### config.mk
export PLATFORM = sky130hd
export DESIGN_NAME = echo_stage_sequencer
export DESIGN_NICKNAME = d
export VERILOG_FILES = /design/src/rtl/echo_seq_pkg.sv /design/src/rtl/seq_stage_timer.sv /design/src/rtl/echo_stage_sequencer.sv
export SDC_FILE = /design/constraint.sdc
export NUM_CORES = 1
export LEC_CHECK = 0
export CAP_MARGIN = 5
export CORE_MARGIN = 5
export CORE_UTILIZATION = 45
export CTS_CLUSTER_DIAMETER = 50
export DETAILED_ROUTE_END_ITERATION = 10
export GPL_TIMING_DRIVEN = 1
export PLACE_DENSITY_LB_ADDON = 0.1
export SLEW_MARGIN = 25
export SYNTH_ARGS = -nofsm -noshare
export SYNTH_HDL_FRONTEND = slang
export SYNTH_SLANG_ARGS = --single-unit
### constraint.sdc
create_clock -name clk_operation -period 2.65 [get_ports clk_operation]
set_clock_uncertainty 0.05 [all_clocks]
set_input_delay 0.6625 -clock clk_operation [delete_from_list [all_inputs] [get_ports clk_operation]]
set_output_delay 0.6625 -clock clk_operation [all_outputs]
set_load 0.05 [all_outputs]
### src/rtl/echo_seq_pkg.sv
// rtl/echo_seq_pkg.sv - state encoding, stage codes and timing defaults for the echo stage sequencer
package echo_seq_pkg;

  typedef enum logic [2:0] {
    IDLE      = 3'd0,
    CONV_EN   = 3'd1,
    CONV_WAIT = 3'd2,
    LAG_EN    = 3'd3,
    LAG_WAIT  = 3'd4,
    PROC_EN   = 3'd5,
    PROC_WAIT = 3'd6,
    OUT       = 3'd7
  } seq_state_e;

  typedef enum logic [1:0] {
    STAGE_CONV = 2'd0,
    STAGE_LAG  = 2'd1,
    STAGE_PROC = 2'd2
  } stage_e;

  localparam int CNT_W_DEF          = 13;
  localparam int PULSE_CYCLES_DEF   = 2;
  localparam int ARM_CYCLES_DEF     = 2;
  localparam int TIMEOUT_CYCLES_DEF = 2048;

  function automatic stage_e stage_of(input seq_state_e s);
    case (s)
      CONV_EN, CONV_WAIT: stage_of = STAGE_CONV;
      LAG_EN, LAG_WAIT:   stage_of = STAGE_LAG;
      default:            stage_of = STAGE_PROC;
    endcase
  endfunction

endpackage

### src/rtl/seq_stage_timer.sv
// rtl/seq_stage_timer.sv - loadable up-counter timing enable pulses, ready arming and wait timeouts
module seq_stage_timer
  import echo_seq_pkg::*;
#(
  parameter int PULSE_CYCLES   = PULSE_CYCLES_DEF,
  parameter int ARM_CYCLES     = ARM_CYCLES_DEF,
  parameter int TIMEOUT_CYCLES = TIMEOUT_CYCLES_DEF
) (
  input  logic clk_operation,
  input  logic rst,
  input  logic load,
  output logic pulse_done,
  output logic arm_done,
  output logic timeout_hit
);

  localparam int W = $clog2(TIMEOUT_CYCLES + 1);

  logic [W-1:0] cnt;

  // Count is 0 in the first cycle of a state; saturates so IDLE can never wrap it.
  always_ff @(posedge clk_operation or negedge rst) begin
    if (!rst) begin
      cnt <= '0;
    end else if (load) begin
      cnt <= '0;
    end else if (cnt != {W{1'b1}}) begin
      cnt <= cnt + 1'b1;
    end
  end

  assign pulse_done  = (cnt == W'(PULSE_CYCLES - 1));
  assign arm_done    = (cnt >= W'(ARM_CYCLES));
  assign timeout_hit = (cnt == W'(TIMEOUT_CYCLES - 1));

endmodule

### src/rtl/echo_stage_sequencer.sv
// rtl/echo_stage_sequencer.sv - per-sample stage enable sequencer; ECHO_SEQ_PROFILE_EN adds latency profiling
module echo_stage_sequencer
  import echo_seq_pkg::*;
#(
  parameter int CNT_W          = CNT_W_DEF,
  parameter int PULSE_CYCLES   = PULSE_CYCLES_DEF,
  parameter int ARM_CYCLES     = ARM_CYCLES_DEF,
  parameter int TIMEOUT_CYCLES = TIMEOUT_CYCLES_DEF
) (
  input  logic             clk_operation,
  input  logic             rst,
  input  logic [CNT_W-1:0] sampling_cycle_counter,
  input  logic             mode_adapt,
  input  logic             ready_conv,
  input  logic             ready_lag,
  input  logic             ready_adapt,
  input  logic             ready_cancel,
  output logic             enable_conv,
  output logic             enable_lag,
  output logic             enable_adapt,
  output logic             enable_cancel,
  output logic             out_valid,
  output logic             out_sel,
  output logic             busy,
  output logic             timeout_err,
  output logic             overrun_err,
  output logic [15:0]      frame_count,
  output logic [15:0]      last_latency
);

  seq_state_e state, state_nxt;
  logic       mode_q;
  logic       tick, accept, ready_sel, timeout_evt;
  logic       pulse_done, arm_done, timeout_hit;

  assign tick   = (sampling_cycle_counter == '0);
  assign accept = tick && (state == IDLE);
  assign busy   = (state != IDLE);

  seq_stage_timer #(
    .PULSE_CYCLES   (PULSE_CYCLES),
    .ARM_CYCLES     (ARM_CYCLES),
    .TIMEOUT_CYCLES (TIMEOUT_CYCLES)
  ) u_timer (
    .clk_operation (clk_operation),
    .rst           (rst),
    .load          (state_nxt != state),
    .pulse_done    (pulse_done),
    .arm_done      (arm_done),
    .timeout_hit   (timeout_hit)
  );

  always_comb begin
    case (stage_of(state))
      STAGE_CONV: ready_sel = ready_conv;
      STAGE_LAG:  ready_sel = ready_lag;
      default:    ready_sel = mode_q ? ready_adapt : ready_cancel;
    endcase
  end

  always_ff @(posedge clk_operation or negedge rst) begin
    if (!rst) state <= IDLE;
    else      state <= state_nxt;
  end

  always_comb begin
    state_nxt   = state;
    timeout_evt = 1'b0;
    case (state)
      IDLE:    if (tick) state_nxt = CONV_EN;
      CONV_EN: if (pulse_done) state_nxt = CONV_WAIT;
      LAG_EN:  if (pulse_done) state_nxt = LAG_WAIT;
      PROC_EN: if (pulse_done) state_nxt = PROC_WAIT;
      CONV_WAIT, LAG_WAIT, PROC_WAIT: begin
        // A ready arriving on the timeout cycle still wins.
        if (arm_done && ready_sel) begin
          state_nxt = (state == CONV_WAIT) ? LAG_EN :
                      (state == LAG_WAIT)  ? PROC_EN : OUT;
        end else if (timeout_hit) begin
          state_nxt   = IDLE;
          timeout_evt = 1'b1;
        end
      end
      OUT:     state_nxt = IDLE;
      default: state_nxt = IDLE;
    endcase
  end

  always_ff @(posedge clk_operation or negedge rst) begin
    if (!rst) begin
      mode_q        <= 1'b0;
      enable_conv   <= 1'b0;
      enable_lag    <= 1'b0;
      enable_adapt  <= 1'b0;
      enable_cancel <= 1'b0;
      out_valid     <= 1'b0;
      out_sel       <= 1'b0;
      timeout_err   <= 1'b0;
      overrun_err   <= 1'b0;
      frame_count   <= 16'd0;
    end else begin
      if (accept) mode_q <= mode_adapt;
      enable_conv   <= (state_nxt == CONV_EN);
      enable_lag    <= (state_nxt == LAG_EN);
      enable_adapt  <= (state_nxt == PROC_EN) && mode_q;
      enable_cancel <= (state_nxt == PROC_EN) && !mode_q;
      out_valid     <= (state_nxt == OUT);
      out_sel       <= (state_nxt == OUT) && !mode_q;
      if (timeout_evt)    timeout_err <= 1'b1;
      if (tick && busy)   overrun_err <= 1'b1;
      if (state_nxt == OUT) frame_count <= frame_count + 16'd1;
    end
  end

`ifdef ECHO_SEQ_PROFILE_EN
  logic [15:0] lat_cnt, lat_inc;

  assign lat_inc = (lat_cnt == 16'hFFFF) ? lat_cnt : lat_cnt + 16'd1;

  // lat_cnt holds cycles elapsed since the tick cycle, so OUT entry captures tick-to-out_valid.
  always_ff @(posedge clk_operation or negedge rst) begin
    if (!rst) begin
      lat_cnt      <= 16'd0;
      last_latency <= 16'd0;
    end else begin
      if (accept)    lat_cnt <= 16'd1;
      else if (busy) lat_cnt <= lat_inc;
      if (state_nxt == OUT) last_latency <= lat_inc;
    end
  end
`else
  assign last_latency = 16'd0;
`endif

endmodule

==> results of run 1 <==
## worst paths after layout
kind                                                 to                       start  slack, ns  depth (start not counted)
setup / recovery             frame_count[1]$_DFFE_PN0N_   sampling_cycle_counter[1]       0.13                          9
hold / removal              frame_count[13]$_DFFE_PN0N_                         rst       0.29                          1
setup reg to reg             frame_count[1]$_DFFE_PN0N_  u_timer.cnt[0]$_DFFE_PN0P_       0.23                          8
hold reg to reg                 timeout_err$_DFFE_PN0P_     timeout_err$_DFFE_PN0P_       0.41                          1
max in group asynchronous           out_valid$_DFF_PN0_                         rst       1.71                          2
min in group clk_operation      timeout_err$_DFFE_PN0P_     timeout_err$_DFFE_PN0P_       0.41                          1
## cell usage in the layout, fill, tap and decap left out, drive strengths merged, types with 2 or more instances in the layout
cell | Yosys | final
a31oi | 2 | 2
nor4 | 4 | 4
o21ai | 2 | 2
a211oi | 2 | 2
nand2 | 11 | 11
dfrtp | 40 | 40
clkdlybuf4s50 | 0 | 42
clkbuf | 0 | 5
and3 | 12 | 12
and2 | 3 | 3
nor2b | 3 | 3
buf | 24 | 11
nand4 | 9 | 9
conb | 1 | 16
nand3 | 7 | 7
nor3b | 4 | 4
xor2 | 7 | 7
o211ai | 2 | 2
and4 | 4 | 4
ha | 4 | 4
inv | 6 | 6
mux2 | 3 | 3
nor2 | 20 | 20
xnor2 | 17 | 17
a21oi | 5 | 5
nor3 | 4 | 4
## routing by layer
layer / track usage [%] / routed length (um) / vias to the layer above
li1: - / - / 796
met4: 4.56 / 56 / 0
met1: 18.6 / 2000 / 756
met2: 21.5 / 1900 / 51
met3: 5.72 / 389 / 7
met5: 0 / 0 / -
## worst max-delay path: stages
cell and delay (ns):
clkdlybuf4s50_1 0.42, nor4_2 0.29, nand4_1 0.17, nor2_2 0.13
and2b_1 0.21, o31ai_4 0.06, and3_4 0.23, buf_12 0.14
mux2_1 0.32
## repair_timing
item / CTS / global route
endpoints found under the setup margin: 0 / 22
hold buffers: 0 / 0
gates resized for setup: 0 / 5
## where the power goes
part	internal, mW	switching (mW)	leakage (nW)
clock network	0.279	0.222	0.0541
logic	0.0288	0.0709	0.730
registers	0.610	0.0000569	0.481
total	0.917	0.293	1.26
## cells by family (layout without fill, tap and decap cells)
kind of cell,count (synthesis),count (layout),synth area share (%)
adders and majority gates,4,4,2.26
muxes,4,4,1.98
DFF,40,40,45.2
and+or+nand+nor,87,87,23.6
AOI/OAI and AO/OA,20,20,7.52
xor gates and xnor gates,24,24,9.50
buffers and inverters,30,68,9.73
other,1,16,0.170
## flip-flops by register name, summed over array words and instances (netlist names)
register	cells
frame_count	16
out_sel	1
enable_adapt	1
state	3
u_timer.cnt	12
out_valid	1
enable_conv	1
timeout_err	1
mode_q	1
enable_cancel	1
overrun_err	1
enable_lag	1
## per-stage QoR
step / hold slack (ns) / power [mW] / setup TNS, ns
final: 0.292 / 1.21 / 0
after floorplan: 0.317 / 0.696 / 0
after detailed placement: 0.403 / 0.721 / -5.20
after CTS: 0.308 / 1.22 / 0
after global routing: 0.330 / 1.26 / -0.0332
after global placement: 0.389 / 0.721 / -3.77
## cell type report
cell class	count	area, sq um
sequential	40	1000
timing repair buffer	54	526
clock buffer	5	68.8
clock inverter	3	42.5
fill	435	1940
tap	67	83.8
inverter	6	22.5
multi-input combinational	155	1070
==> summary.md, run 1 <==
| Metric | Value |
|---|---|
| Status | finished, final reports clean |
| Synth cell types | 52 |
| Non-Filler Instances | 330 |
| Flops & latches, synth | 40 |
| Clock Pin Slew Worst Setup and Hold Paths | 0.08 ns |
| DRC Markers | 0 |
| GPL Wtd Cong | 0.737 |
| F_max | 397 MHz |
| Routed Antenna Nets | 0 |
| Grt ovf | 0 |
| Top-count cell post-synth | dfrtp_1 |
| Initial antenna violation count | 0 |
| Worst-Margin Slew | between 0.5 and 0.6 ns |
| Post-CTS Setup Bufs | 0 |
| Num Clock Sinks | 40 |
| Slew headroom | 62.7% |
| Setup crit end kind | flop |
| Average wire per standard cell | 13.2 um |
| Cell Area, Synth | 2210 sq um |
| Area after DPL | 2680 sq um |
| Yosys top cell by area | dfrtp_1 |
| Starting Density | 46.5% |
| GRT Total Usage | 14.2% |
| Port bufs | 44 |
| Worst min-delay path category | in2async |
| Avg Inst Size Synth | around 11 sq um |
| Die ar. | approximately 6400 sq um |
| Chip width | 80.1 um |
| Dpl hpwl | 3.17 mm |
| DRT Pass-1 Iters | 4 |
| Final core utilization | about three fifths |
| Pin count of the biggest net entering global routing | 26 |
| Critical Path AT | 2.65 ns |
| Asr flop ratio synth | 100% |
| PnR worst setup slack | 0.134 ns |
| Die height | between 80 and 90 um |
| CP Max Fanout | 18 |
| Maxcap violations | 0 |
| Post-synth EDFFs | 0 |
| Dpl ws | -0.271 ns |
| Post-synth top area share | approximately 45% |
| # setup viols final | 0 |
| Fin crit share | approximately 95% |
| Critical path type | in2reg |
| Post-DR vias/cell | 4.88 |
| Routed wire length | 4.34 mm |
| Clock Tree Buf Depth | 2 |
| Share of cells above drive strength 1 | between 10% and 20% |
| CTS buffer count | 5 |
| Finished Cell Area | roughly 2800 sq um |
| Top cells by count, synth | 40 x dfrtp_1, 20 x nor2_1, 18 x buf_4, 17 x xnor2_1, 12 x and3_1 |
| Initial drt markers | 82 |
| Area growth syn-to-layout | 27.1% |
| First-pass GRT wire length | 7.11 mm |
| Post-Synthesis Cells | 210 |
| Total number of vias | ~1600 |
| Leak pwr | ~1.3 nW |
| Antenna diodes | 0 |
| TritonCTS clock tree | done |
| Placed Cells | 322 |
| IO Pins | 61 |
| PwrDens | 431 nW/um^2 |
| Row count | 25 |
| CP Launch Type | input pin |
| Number of global-route vias before repair | 1511 |
| Core Area | 4750 sq um |
| Max-slew violation count | 0 |
| Critical path data required time | 2.78 ns |
| Final net count | between 200 and 300 |
| Clock root buffer | clkbuf_8 |
| H-tree depth | 2 |
| Final hold viol count | 0 |
| Post-layout min period | 2.52 ns |
| Largest cells by area after synthesis | dfrtp_1 45%, xnor2_1 6.7%, buf_4 6.1% |
| Peak supply drop | ~330 uV |
| Seq/Total Area, Yosys | 45.2% |
| Worst skew pair latency | 0.30 ns |
| Top_reg_cell synth | dfrtp_1 |
| Ys Warns | 0 |
(Power assumes the default switching activity.)
==> inputs of run 2 (changes only) <==
- CORE_MARGIN: 5 -> not set
- GPL_TIMING_DRIVEN: 1 -> not set
==> run 2 against run 1 <==
Global-route usage grew 2.3 points. Register-to-register slack barely moved. Critical path depth stayed put. Largest power group is now clock. Combinational power is essentially flat. Clock-buffer cell count unchanged.
==> summary.md, run 2 (synthesis gave the netlist of run 1 again) <==
| Metric | Value |
|---|---|
| Post-layout min period | 2.52 ns |
| Setup crit end kind | flop |
| Max reg flops | 16 |
| Most frequent cells in the layout | 42 x clkdlybuf4s50_1, 40 x dfrtp_1, 20 x nor2_1 |
| Initial antenna violation count | 0 |
| PwrDens | a little under 500 nW/um^2 |
| Die height | 72.1 um |
| Multi-input gate area | 1060 sq um |
| Share of cells above drive strength 1 | ~15% |
| Clock Pin Slew Worst Setup and Hold Paths | about 0.080 ns |
| Antenna diodes | 0 |
| First-pass GRT wire length | ~6.8 mm |
| Number of global-route vias before repair | 1500 |
| Final hold viol count | 0 |
| Critical path data required time | roughly 2.8 ns |
| Critical path type | in2reg |
| Post-DR vias/cell | 4.83 |
| Slew headroom | 66.3% |
| Area growth syn-to-layout | 30.7% |
| Biggest regs | frame_count: 16 flops, u_timer.cnt: 12 flops, state: 3 flops |
| Routed Antenna Nets | 0 |
| Clock root buffer | clkbuf_8 |
| Reg-to-reg slack, setup | 0.24 ns |
| CTS buffer count | 5 |
| IO Pins | 61 |
| Pin count of the biggest net entering global routing | 41 |
| GRT Total Usage | between 10% and 20% |
| Most flops, register | frame_count |
| CP Max Fanout | 18 |
| Starting Density | 46.8% |
| F_max | 396 MHz |
| Max-slew violation count | 0 |
| Final core utilization | roughly three fifths |
| Total number of vias | 1603 |
| Worst min-delay path category | in2async |
| # setup viols final | 0 |
| # fillers | 408 |
| Worst skew pair latency | around 0.28 ns |
| Row count | 25 |
| Average wire per standard cell | between 10 and 15 um |
| Register Area | 1000 sq um |
| Leak pwr | 1.31 nW |
| Num Clock Sinks | 40 |
| RR Endpoint | u_timer.cnt[10]$_DFFE_PN0P_ |
| Fin crit share | about 95% |
| Dpl hpwl | 2.84 mm |
| Core Area | 4720 sq um |
| Commonest non-fill, non-tap cell in the layout | clkdlybuf4s50_1 |
| Die ar. | 5200 sq um |
| Register-to-Register Path Depth | 8 |
| Reg2reg start | u_timer.cnt[4]$_DFFE_PN0P_ |
| Peak supply drop | about 370 uV |
| DRT Pass-1 Iters | 4 |
| GPL Wtd Cong | 0.788 |
| TritonCTS clock tree | done |
| Port bufs | 44 |
| Chip width | roughly 72 um |
| Worst-Margin Slew | 0.505 ns |
| Initial drt markers | 80 |
| H-tree depth | 2 |
| Status | finished, final reports clean |
| Final net count | about 290 |
| Clock Tree Buf Depth | 2 |
| Routed wire length | approximately 4 mm |
| Maxcap violations | 0 |
| Fin Setup TNS | 0 ns |
| DRC Markers | 0 |
| Grt ovf | 0 |
| Critical Path AT | 2.64 ns |
| CP Launch Type | input pin |
| Tot Pwr | between 1 and 1.5 mW |
run 2: final cells by class:
class / instances / share of cell area (%)
multi-input cells: 155 / 36.8
flip-flops and latches: 40 / 34.6
clock buffers: 5 / 2.38
clock inverters: 3 / 3.12
repair buffers: 56 / 19.4
inverters: 6 / 0.779
well taps: 67 / 2.90
run 2: report_power, final:
| group | internal [mW] | switching, mW | total [mW] |
|---|---|---|---|
| sequential | 0.610 | 0.0000602 | 0.610 |
| clock | 0.471 | 0.210 | 0.681 |
| combinational | 0.0317 | 0.0704 | 0.102 |
run 2: worst max-delay path by stage:
stage	startpoint	endpoint	slack, ns	cells after the start
after floorplan	u_timer.cnt[0]$_DFFE_PN0P_	frame_count[1]$_DFFE_PN0N_	0.35	9
after global placement	sampling_cycle_counter[7]	frame_count[1]$_DFFE_PN0N_	-0.19	9
after detailed placement	sampling_cycle_counter[7]	frame_count[1]$_DFFE_PN0N_	-0.25	9
after CTS	sampling_cycle_counter[7]	frame_count[1]$_DFFE_PN0N_	0.03	9
after global routing	ready_adapt	frame_count[1]$_DFFE_PN0N_	-0.02	9
final	ready_adapt	frame_count[1]$_DFFE_PN0N_	0.13	9
run 2: stage by stage:
step	instances	hold slack, ns	cell area [sq um]	worst slack, ns
6_report	332	0.255	2890	0.127
5_1_grt	332	0.274	2890	-0.0164
4_1_cts	329	0.423	2830	0.0261
3_5_place_dp	321	0.404	2680	-0.248
3_3_place_gp	321	0.405	2680	-0.190
2_1_floorplan	225	0.317	2270	0.347
run 2: per-layer routing:
| layer | vias to the layer above | share of wire [%] | GRT usage (%) |
|---|---|---|---|
| met2 | 37 | 46 | 26.0 |
| li1 | 800 | - | - |
| met3 | 2 | 5.5 | 4.17 |
| met1 | 764 | 48 | 22.8 |
| met5 | - | 0 | 0 |
| met4 | 0 | 0.48 | 4.36 |
run 2: critical path, stage by stage:
cell,delay (ns)
clkdlybuf4s50_1,0.45
mux2_1,0.16
a21oi_1,0.06
a31oi_2,0.16
o211ai_2,0.16
a211oi_2,0.28
and3_4,0.24
buf_12,0.14
mux2_1,0.32
run 2: what timing repair did:
action                                  CTS  global route
buffers inserted                          0             2
hold buffers                              0             0
endpoints found under the setup margin    0            22
gates resized for setup                   0             4
==> inputs of run 3 (changes only) <==
==> constraint.sdc (replaced) <==
create_clock -name clk_operation -period 2.65 [get_ports clk_operation]
set_clock_uncertainty 0.05 [all_clocks]
set_input_delay 0.53 -clock clk_operation [delete_from_list [all_inputs] [get_ports clk_operation]]
set_output_delay 0.53 -clock clk_operation [all_outputs]
set_load 0.05 [all_outputs]
==> run 3 against run 2 <==
Routed wire length up 2.6%. Highest routed layer unchanged. Sequential power about the same. Via count up 1.3%. Critical endpoint unchanged. Cell count up 0.60%. Worst setup slack better by 0.071 ns. Largest cell class unchanged. Maximum frequency up 2.9%. Clock power down 37%. Register-to-register slack better by 0.03 ns. Critical path depth unchanged. Non-clock buffer count up 2. Sequential share of layout area up 0.77 points. Hold slack better by 0.046 ns.
==> summary.md, run 3 (synthesis gave the netlist of run 1 again) <==
| Metric | Value |
|---|---|
| H-tree depth | 2 |
| Clock Pin Slew Worst Setup and Hold Paths | 0.08 ns |
| Fin Setup TNS | 0 ns |
| CTS resizes | 0 |
| First-pass GRT wire length | between 6 and 7 mm |
| Max reg flops | 16 |
| CTS buffer count | 5 |
| Routed wire length | 4.08 mm |
| Leak pwr | around 1.3 nW |
| Reg-to-reg slack, setup | 0.27 ns |
| Num Clock Sinks | 40 |
| Clock Tree Buf Depth | 2 |
| Final net count | 290 |
| Slew headroom | about 40% |
| Clock root buffer | clkbuf_8 |
| Critical path data required time | about 2.8 ns |
| RR Endpoint | frame_count[1]$_DFFE_PN0N_ |
| Row count | 25 |
| Port bufs | 44 |
| IO Pins | 61 |
| Dpl ws | -0.131 ns |
| Commonest non-fill, non-tap cell in the layout | clkdlybuf4s50_1 |
| PnR worst setup slack | roughly 0.20 ns |
| Share of cells above drive strength 1 | 15.0% |
| Biggest regs | frame_count: 16 flops, u_timer.cnt: 12 flops, state: 3 flops |
| Reg2reg start | u_timer.cnt[1]$_DFFE_PN0P_ |
| RSZ-0062 raised after global routing | no |
| Setup crit end kind | flop |
| Area growth syn-to-layout | 27.9% |
| Critical Path AT | ~2.6 ns |
| # setup viols final | 0 |
| Most flops, register | frame_count |
| Maxcap violations | 0 |
| Routed Antenna Nets | 0 |
| CP Max Fanout | 17 |
| Die ar. | 5200 sq um |
| DRC Markers | 0 |
| TritonCTS clock tree | done |
| Worst min-delay path category | in2async |
| Post-CTS Setup Bufs | 0 |
| Most frequent cells in the layout | 43 x clkdlybuf4s50_1, 40 x dfrtp_1, 20 x nor2_1 |
| Number of global-route vias before repair | 1511 |
| Worst skew pair latency | 0.29 ns |
| Antenna diodes | 0 |
| Status | finished, final reports clean |
| Grt ovf | 0 |
| Post-layout min period | 2.45 ns |
| Register-to-Register Path Depth | 8 |
| Chip width | 72.1 um |
| Crit-path cells | clkdlybuf4s50_1 > nor4_1 > nand4_1 > nor2_1 > and2b_1 > o31ai_4 > and3_1 > buf_12 > mux2_1 |
| Initial drt markers | 54 |
| Critical path type | in2reg |
| Core Area | ~4700 sq um |
| Dpl hpwl | 2.98 mm |
| Average wire per standard cell | 12.2 um |
| Final hold viol count | 0 |
| DRT Pass-1 Iters | 4 |
| Fin crit share | 92.5% |
| Pin count of the biggest net entering global routing | 41 |
| GRT Total Usage | 17.0% |
| GPL Wtd Cong | between 0.7 and 0.8 |
| Peak supply drop | between 200 and 250 uV |
| F_max | 408 MHz |
| Post-DR vias/cell | around 4.9 |
| PwrDens | 402 nW/um^2 |
| Die height | 72.1 um |
| CP Launch Type | input pin |
| Critical path's largest stage delay | approximately 0.4 ns |
| Crit path max-delay family | simple AND/OR/NAND/NOR gates |
| WP buf/inv | 2 |
| Post-CTS Hold Fix Bufs | 0 |
| Critical path's slowest cell | clkdlybuf4s50_1 |
| Starting Density | 46.8% |
| Initial antenna violation count | 0 |
| Worst-Margin Slew | 0.899 ns |
| Max-slew violation count | 0 |
| Total number of vias | 1624 |
[run 3: through the flow]
stage | util [%] | hold WS (ns) | cell area (sq um) | instances | total power [mW]
floorplan | - | 0.184 | 2270 | 225 | 0.696
global placement | 57.7 | 0.405 | 2730 | 326 | 0.719
detailed placement | 57.7 | 0.403 | 2730 | 326 | 0.721
CTS | 59.8 | 0.343 | 2820 | 334 | 1.16
global route | 59.9 | 0.388 | 2830 | 334 | 1.19
finish | 59.9 | 0.301 | 2830 | 334 | 1.14
[run 3: area by class of cell]
cell class              instances  area (sq um)
inverters                       6          22.5
clock inverters                 2          15.0
fillers                       431          1890
flip-flops and latches         40          1000
multi-input cells             155          1060
well taps                      67          83.8
clock buffers                   6          82.6
repair buffers                 58           566
[run 3: power by group]
| group | internal [mW] | leakage, nW | total [mW] | switching [mW] |
|---|---|---|---|---|
| Clock | 0.211 | 0.0434 | 0.430 | 0.219 |
| Sequential | 0.610 | 0.481 | 0.610 | 0.0000588 |
| Combinational | 0.0278 | 0.755 | 0.0979 | 0.0702 |
| Total | 0.848 | 1.28 | 1.14 | 0.289 |
[run 3: how the worst max path moves through the flow]
stage | endpoint | cells after the start | start
6_report | frame_count[1]$_DFFE_PN0N_ | 9 | sampling_cycle_counter[7]
4_1_cts | frame_count[1]$_DFFE_PN0N_ | 9 | sampling_cycle_counter[7]
2_1_floorplan | frame_count[1]$_DFFE_PN0N_ | 9 | u_timer.cnt[0]$_DFFE_PN0P_
5_1_grt | frame_count[15]$_DFFE_PN0N_ | 10 | sampling_cycle_counter[7]
3_5_place_dp | frame_count[1]$_DFFE_PN0N_ | 9 | sampling_cycle_counter[7]
3_3_place_gp | frame_count[1]$_DFFE_PN0N_ | 9 | sampling_cycle_counter[7]
[run 3: metal layers]
metal  GRT usage, %  up-vias  share of wire, %
met5              0        -                 0
met4           3.92        0              0.47
met3           5.00        2               5.2
met2           27.8       38                48
met1           22.4      782                46
li1               -      802                 -
